`src/rtl/if_id_reg.sv`:
```
// IF/ID pipeline register: carries the fetched address and instruction word
// into decode, with run enable, hazard stall and branch/jump flush.
module if_id_reg #(
  parameter int unsigned           ADDR_WIDTH = 32,
  parameter int unsigned           INST_WIDTH = 32,
  parameter logic [INST_WIDTH-1:0] NOP_INST   = '0
) (
  input  logic                  clk_i,
  input  logic                  rst_i,
  input  logic                  start_i,
  input  logic                  stall_i,
  input  logic                  flush_i,
  input  logic [ADDR_WIDTH-1:0] addr_i,
  input  logic [INST_WIDTH-1:0] inst_i,
  output logic [ADDR_WIDTH-1:0] addr_o,
  output logic [INST_WIDTH-1:0] inst_o,
  output logic                  valid_o
);

  logic [ADDR_WIDTH-1:0] r_addr;
  logic [INST_WIDTH-1:0] r_inst;
  logic                  r_valid;

  logic w_flush;
  logic w_load;

  // A deasserted run enable masks both flush and stall; flush outranks stall.
  assign w_flush = start_i & flush_i;
  assign w_load  = start_i & ~flush_i & ~stall_i;

  always_ff @(posedge clk_i or posedge rst_i) begin
    if (rst_i) begin
      r_addr  <= '0;
      r_inst  <= NOP_INST;
      r_valid <= 1'b0;
    end else if (w_flush) begin
      r_addr  <= '0;
      r_inst  <= NOP_INST;
      r_valid <= 1'b0;
    end else if (w_load) begin
      r_addr  <= addr_i;
      r_inst  <= inst_i;
      r_valid <= 1'b1;
    end
  end

  assign addr_o  = r_addr;
  assign inst_o  = r_inst;
  assign valid_o = r_valid;

endmodule

```
`config.mk`:
```
export PLATFORM = sky130hd
export DESIGN_NAME = if_id_reg
export DESIGN_NICKNAME = d
export VERILOG_FILES = /design/src/rtl/if_id_reg.sv
export SDC_FILE = /design/constraint.sdc
export NUM_CORES = 1
export LEC_CHECK = 0
export CAP_MARGIN = 20
export CORE_ASPECT_RATIO = 2
export CORE_MARGIN = 2
export CORE_UTILIZATION = 35
export CTS_CLUSTER_SIZE = 24
export DETAILED_ROUTE_END_ITERATION = 10
export GPL_TIMING_DRIVEN = 0
export PLACE_DENSITY = 0.74
export SLEW_MARGIN = 20
export SYNTH_ARGS = -nofsm -noshare
export SYNTH_HDL_FRONTEND = slang
export SYNTH_SLANG_ARGS = --single-unit
```
`constraint.sdc`:
```
create_clock -name clk_i -period 2.5 [get_ports clk_i]
set_clock_uncertainty 0.15 [all_clocks]
set_input_delay 0.5 -clock clk_i [delete_from_list [all_inputs] [get_ports clk_i]]
set_output_delay 0.5 -clock clk_i [all_outputs]
set_load 0.01 [all_outputs]
```
; ---- Word level (Yosys, flattened, before mapping)
; Index checks and enable logic that the tools add are counted.
[totals]
reg_bits = 65
latchBits = 0
mem_bits_rw = 0
rom_bits = 0
inputBits = 69
out_inout_bits = 65
word_cells = 15
n_memories = 0
[classes]
addsub = 0
mul = 0
n_div = 0
n_lt_le_gt_ge = 0
eq_ne = 0
shift = 0
n_mux = 6
bitwise = 5
reduce_logical = 1
[op_table]
columns = op, n
row1 = 32-bit 2-to-1 mux, 4
row2 = 1-bit bitwise AND, 3
row3 = 1-bit 2-to-1 mux, 2
row4 = 1-bit NOT, 2
row5 = 2-bit nonzero test, 1

; ---- Longest topological paths before layout
; Gate-level depths: netlist (run 1).
[logic_depth]
depth_word = 5
depth_mapped = 6
depth_no_buf = 3

; ---- Worst setup path before layout (run 1)
; OpenSTA, ideal clock, no wires.
[synth_timing]
kind = input to register
start = in start_i
end = reg r_addr[29], in the netlist addr_o[29]
setup_time_ns = 0.138
arrival_time_ns = 1.230
t_required_ns = 2.212
setup_slack_ns = 0.982
cell_stages = 6
path_buffers = 3
path_cell_list = buf_4 -> nor2b_1 -> buf_4 -> buf_6 -> a22oi_2 -> o22ai_1
[synth_via]
elab_chain_cells = 3
elab_cells_between_ends = 5
cone_classes = mux (1) / bitwise (3) / reduce/logical (1)
[synth_rtl]
columns = item, line
row1 = "start, declared", 10  ; input logic start_i,
row2 = 1-bit bitwise AND (2 in series), 29  ; assign w_load = start_i & ~flush_i & ~stall_i;
row3 = 2-bit nonzero test (no source line), n/a
row4 = "end signal, assigned", 41  ; r_addr <= addr_i;
row5 = "end, declared", 20  ; logic [ADDR_WIDTH-1:0] r_addr;
; Parallel ways exist; a longest one is shown, timed or not.
; A chain may end at the register's enable or synchronous reset.

; ---- Final worst setup path (run 1)
[layout_timing]
start = reg r_inst[5], in the netlist inst_o[5]
end = out inst_o[5]
[layout_lines]
columns = item, line
row1 = "start, declared", 21  ; logic [INST_WIDTH-1:0] r_inst;
row2 = "start signal, assigned", 42  ; r_inst <= inst_i;
row3 = "end, declared", 16  ; output logic [INST_WIDTH-1:0] inst_o,
; No word-level cell between the ends.

==> results.md, run 1 <==
- Worst-Margin Slew: roughly 510 ps
- Crit path depth: 1
- Pleak: 0.001920 uW
- Fill count: between 600 and 700
- Post-route clock period utilization: 77.82%
- Vias in the first global route: 2,473
- RSZ-0062 raised after global routing: no
- Status: finished clean
- Final Setup Violations: 0
- Post-synth EDFFs: 0
- Die height: between 100 and 150 um
- Starting Density: between 30% and 40%
- HP Class: in -> reg
- Yosys synthesis warning count: 0
- Detail Placement HPWL: between 5000 and 6000 um
- Fin. Hold Viols: 0
- Die area: around 8800 um2
- Crit start category: register
- Maximum clock rate: 514.0 MHz
- Setup WS post-layout: between 500 and 600 ps
- Via count: 2,318
- Sequential fraction of the synthesis area: between 50% and 60%
- Peak supply drop: slightly above 0.5 mV
- I/O pins: between 100 and 150
- Share of cells above drive strength 1: between 15 and 20%
- Pre-CTS setup slack: just under 900 ps
- Top-area cell type share of the netlist area: ~58%
- DRC violation count after routing: 0
- Worst-path cell chain: clkdlybuf4s50_1
- Crit path capture type: output port
- Drt wl/cell: about 17 um
- Clock slew at reported path FFs: 50 ps
- Cells after Synth: 220
- Post-synth top area cell: dfrtp_1
- Pwr dens: between 700 and 800 nW/um2
- Netlist cell types: 16
- Syn nets: 289
- Kind of cell adding the most delay to the critical path: buffers and inverters
- Core Area: between 7000 and 8000 um2
- Tmin final: 1946 ps
- TritonCTS Buffers: 9
- Vias per cell: 5.006
- Count of final max-slew check failures: 0
- Hold path depth: 2
- Number of routed nets with antenna violations: 0
- Worst relative slew slack: about two thirds
- FFs w/ async S/R, synth: between 90% and 100%
- Syn_area_per_cell: ~13 um2
- Setup Buffers After CTS: 0
- Worst Path Required: 1850 ps
- Grt total ovfl: 0
- P&R area growth vs syn: 63.68%
- Post-Route WL: 7719 um
- GPL Wtd Cong: ~0.75
- Post-Syn Area: roughly 2800 um2
- # rows: 46
- Initial antenna violation count: 0
- Fin cells: roughly 460
- H-tree depth: 3
- Critical path type: reg -> out
- Max_cap viols: 0
- Total Routing Usage GR: between 10% and 20%
- Synth area leaders: dfrtp_1, a22oi_2, a22o_1, o22ai_1, inv_1
- CTS root buf: clkbuf_16
- Detailed-router iteration count before antenna repair: 4
- Commonest cells post-synth: dfrtp_1, a22o_1, inv_1
- Drt initial violations: 106
- Cts repair resizes: 0
- CP Buf/Inv Count: 1
- # nets final: 431
- Sink Count: 65
- # port buffers: between 100 and 150
- Slowest cell delay on critical path: between 500 and 600 ps
- Placed Cells: around 450
- CP arrival: approximately 1300 ps
- First-pass GRT wire length: roughly 12,000 um
- CTS tree: done
- Worst reg-to-reg path cell count: 2
- Largest net degree at the start of global routing: 37
- Die Wd: slightly below 70 um
- Hold_buf cts: 0
- Clk buf depth: 2
- Yosys reg bits: 65
- Critical Path Slowest Stage Cell: clkdlybuf4s50_1
- ANT cells: 0
- Synth Flop Type: dfrtp_1
- Max FO, Critical Path: 3
- Most common cell in the synthesized netlist: dfrtp_1
- Clock Latency Late Sink: around 330 ps
state kept, by name, indices dropped and copies added, names as in the netlist:
name,cells
addr_o,32
inst_o,32
valid_o,1
kinds of logic (layout without fill, tap and decap cells):
kind of cell,count (synthesis),count (layout),share of synthesized area (%)
flip-flops,65,65,57.93
AND/OR/NAND/NOR,3,3,1.025
buffers and inverters,55,202,9.893
AO/OA/AOI/OAI,97,97,31.15
path summary, 6_finish.rpt:
path,start,endpoint,slack [ps]
max,inst_o[5],inst_o[5],550
min,flush_i,valid_o,240
max reg2reg,addr_o[25],addr_o[25],1490
min reg2reg,addr_o[6],addr_o[6],350
max in group asynchronous,rst_i,addr_o[17],1310
min in group asynchronous,rst_i,inst_o[23],370
layer usage:
| layer | up-vias | routed length (um) | global-route usage, % |
|---|---|---|---|
| met2 | 85 | 4265 | 32.21 |
| met3 | 10 | 357 | 4.110 |
| li1 | 1095 | - | - |
| met1 | 1128 | 2921 | 21.21 |
| met5 | - | 0 | 0 |
| met4 | 0 | 174 | 8.043 |
power by group:
part	leakage [uW]	switching, uW	total [uW]	internal, uW
sequential	0.000858	75.3	1230	1150
combinational	0.000900	249	627	377
clock	0.000162	461	1430	972
total	0.00192	786	3290	2500
placed cells by master (no fill, tap or decap):
| master | instances |
|---|---|
| inv_4 | 1 |
| clkbuf_16 | 9 |
| clkinv_4 | 1 |
| nor3b_4 | 1 |
| buf_4 | 3 |
| buf_6 | 7 |
| nor2_1 | 1 |
| clkdlybuf4s50_1 | 130 |
| a22oi_1 | 2 |
| dfrtp_1 | 65 |
| inv_2 | 1 |
| o21ai_2 | 1 |
| a22o_1 | 33 |
| buf_12 | 1 |
| clkinv_2 | 1 |
| a22oi_2 | 29 |
| a21oi_1 | 1 |
| clkinvlp_4 | 2 |
| bufinv_16 | 3 |
| nor2b_1 | 1 |
| clkbuf_1 | 6 |
| buf_2 | 6 |
| inv_1 | 31 |
| o22ai_1 | 31 |
through the flow:
stage	TNS, ps	area, um2	hold slack [ps]	util (%)	total power [uW]
floorplan	0	2808	382.6	-	1504
global placement	-58160	4229	332.8	53.63	1856
detailed placement	0	4252	330.4	53.92	1877
CTS	0	4596	236.1	58.28	3328
global route	0	4596	253.5	58.28	3431
finish	0	4596	242.7	58.28	3287
final cells by class:
type	count	area [um2]	area share [%]
Buffer	22	153.9	3.349
Clock buffer	9	225.2	4.901
Clock inverter	7	118.9	2.586
Inverter	33	126.4	2.750
Multi-Input combinational cell	100	903.4	19.66
Sequential cell	65	1627	35.39
Tap cell	96	120.1	2.614
Timing Repair Buffer	131	1321	28.75
Power figures use the tool's default switching activity.
==> inputs of run 2 (changes only) <==
- clock period: 2.5 -> 1.9 ns (I/O delays scaled with it)
==> run 2 against run 1 <==
Critical path type unchanged. First-iteration DRC count increased by 9.4%. Critical endpoint is now inst_o[3]. Wire length grew 0.93%. Sequential share of layout area shrank 0.29 points. Hold slack worse by 120 ps. Core utilization up 0.48 points. Clock power up 35%. Global-route usage fell by 0.59 points.
==> results.md, run 2 (same netlist as run 1, synthesis figures left out) <==
- Status: finished clean
- Cell internal pwr: between 3000 and 4000 uW
- GPL Wtd Cong: between 0.7 and 0.8
- Starting Density: a little over a third
- Fill count: 650
- Pleak: between 0.0015 and 0.002 uW
- Max FO, Critical Path: 3
- Vias per cell: 5.078
- Final Setup Violations: 0
- Placed inst area: roughly 4300 um2
- First-pass GRT wire length: 11,880 um
- HP Start: flush_i
- CP Buf/Inv Count: 1
- Kind of cell adding the most delay to the critical path: buffers and inverters
- Share of cells above drive strength 1: ~18%
- Core Area: ~7900 um2
- Drt wl/cell: roughly 17 um
- ANT cells: 0
- Grt total ovfl: 0
- Clock Latency Late Sink: approximately 330 ps
- # port buffers: 130
- Detailed-router iteration count before antenna repair: 4
- Flop pwr share: roughly 37%
- Drt initial violations: approximately 120
- CTS root buf: clkbuf_16
- Maximum clock rate: roughly 550 MHz
- Net Sw Frac: 23.82%
- TritonCTS Buffers: 9
- Slowest cell delay on critical path: a little under 600 ps
- Design area: 4633 um2
- Most common cell after layout, fill and taps aside: clkdlybuf4s50_1
- Vias in the first global route: between 2,000 and 2,500
- Die Wd: 67.33 um
- Cts repair resizes: 0
- Max_cap viols: 0
- Count of final max-slew check failures: 0
- Critical path type: reg -> out
- Crit start category: register
- Worst-Margin Slew: 502.0 ps
- # rows: 46
- FF-to-FF Start: addr_o[30]
- Sink Count: between 60 and 70
- Crit path launch: inst_o[3]
- # nets final: 432
- Register area: 1627 um2
- Setup TNS: 0 ps
- DRC violation count after routing: 0
- Clock slew at reported path FFs: roughly 50 ps
- P&R area growth vs syn: 65.02%
- Detail Placement HPWL: between 5000 and 6000 um
- Worst Path Required: approximately 1400 ps
- Worst relative slew slack: between 60% and 70%
- Pre-CTS setup slack: roughly 400 ps
- Clk pwr share: roughly 44%
- Area of the multi-input gates: around 900 um2
- Psw: approximately 1000 uW
- CP arrival: around 1300 ps
- Peak supply drop: about 0.55 mV
- Number of routed nets with antenna violations: 0
- Crit path capture type: output port
- Critical Path Slowest Stage Cell: clkdlybuf4s50_1
- Clk buf depth: 2
- Worst-path cell chain: clkdlybuf4s50_1
- Pwr dens: between 900 and 1000 nW/um2
- Setup Buffers After CTS: 0
- Placed Cells: about 450
- Combinational Power Share: between 10% and 20%
- Commonest cells after routing, fill and taps aside: clkdlybuf4s50_1, dfrtp_1, a22o_1
- Post-Route WL: just under 8000 um
- H-tree depth: 3
- Tmin final: approximately 1800 ps
- Initial antenna violation count: 0
- Die area: about 8800 um2
- Total Routing Usage GR: between 10% and 20%
- Die height: roughly 130 um
- CTS tree: done
- Fin. Hold Viols: 0
- RSZ-0062 raised after global routing: no
- Largest net degree at the start of global routing: 28
- Via count: 2,356
- Post-route clock period utilization: a little over nine tenths
- I/O pins: ~130
- HP Class: in -> reg
- Hold_buf cts: 0
- Setup WS post-layout: roughly 80 ps
- Fin cells: 464
run 2: cell count changes in the layout (fill, tap and decap cells not counted):
cell | before | now
clkbuf_8 | 0 | 1
inv_6 | 0 | 1
clkinv_4 | 1 | 0
buf_16 | 0 | 1
inv_4 | 1 | 0
clkinvlp_4 | 2 | 3
clkinv_2 | 1 | 0
run 2: per-layer routing:
layer  part of all wire, %  routed length [um]  track usage [%]  vias up
met5                     0                   0                0        -
met4                   2.5                 197            8.523        0
met3                   5.8                 451            2.740       14
met2                    55                4261            33.08       92
met1                    37                2881            19.18     1149
li1                      -                   -                -     1101
run 2: worst paths after layout:
path / end / slack (ps) / cells past startpoint
setup / recovery: inst_o[3] / 80 / 1
max in group asynchronous: inst_o[28] / 830 / 3
hold reg to reg: inst_o[28] / 350 / 1
hold / removal: valid_o / 120 / 2
min in group asynchronous: addr_o[18] / 280 / 2
setup reg to reg: addr_o[30] / 900 / 2
run 2: layout make-up:
type / count / share of cell area (%)
multi-input cells: 100 / 19.50
inverters: 33 / 2.755
well taps: 96 / 2.592
clock buffers: 10 / 5.158
clock inverters: 6 / 2.457
flip-flops and latches: 65 / 35.11
plain buffers: 22 / 3.322
repair buffers: 132 / 29.11
run 2: power by group through the flow:
stage          logic [uW]  clock network (uW)  registers [uW]
2_1_floorplan         289                   0            1690
6_report              830                1930            1620
4_1_cts               842                1970            1620
3_5_place_dp          835                   0            1640
3_3_place_gp          811                   0            1630
5_1_grt               894                2030            1630
run 2: through the flow:
| stage | utilization, % | hold slack, ps | power, uW |
|---|---|---|---|
| after floorplan | - | 367.7 | 1980 |
| after global routing | 58.76 | 136.5 | 4556 |
| after global placement | 53.68 | 331.8 | 2444 |
| after CTS | 58.76 | 114.7 | 4429 |
| after detailed placement | 54.28 | 330.0 | 2476 |
| final | 58.76 | 125.0 | 4381 |
==> inputs of run 3 (changes only) <==
- CTS_CLUSTER_SIZE: 24 -> 16
- TNS_END_PERCENT: unset -> 5
==> results of run 3 <==
Final layout, timing and power as in run 2 (identical DEF).
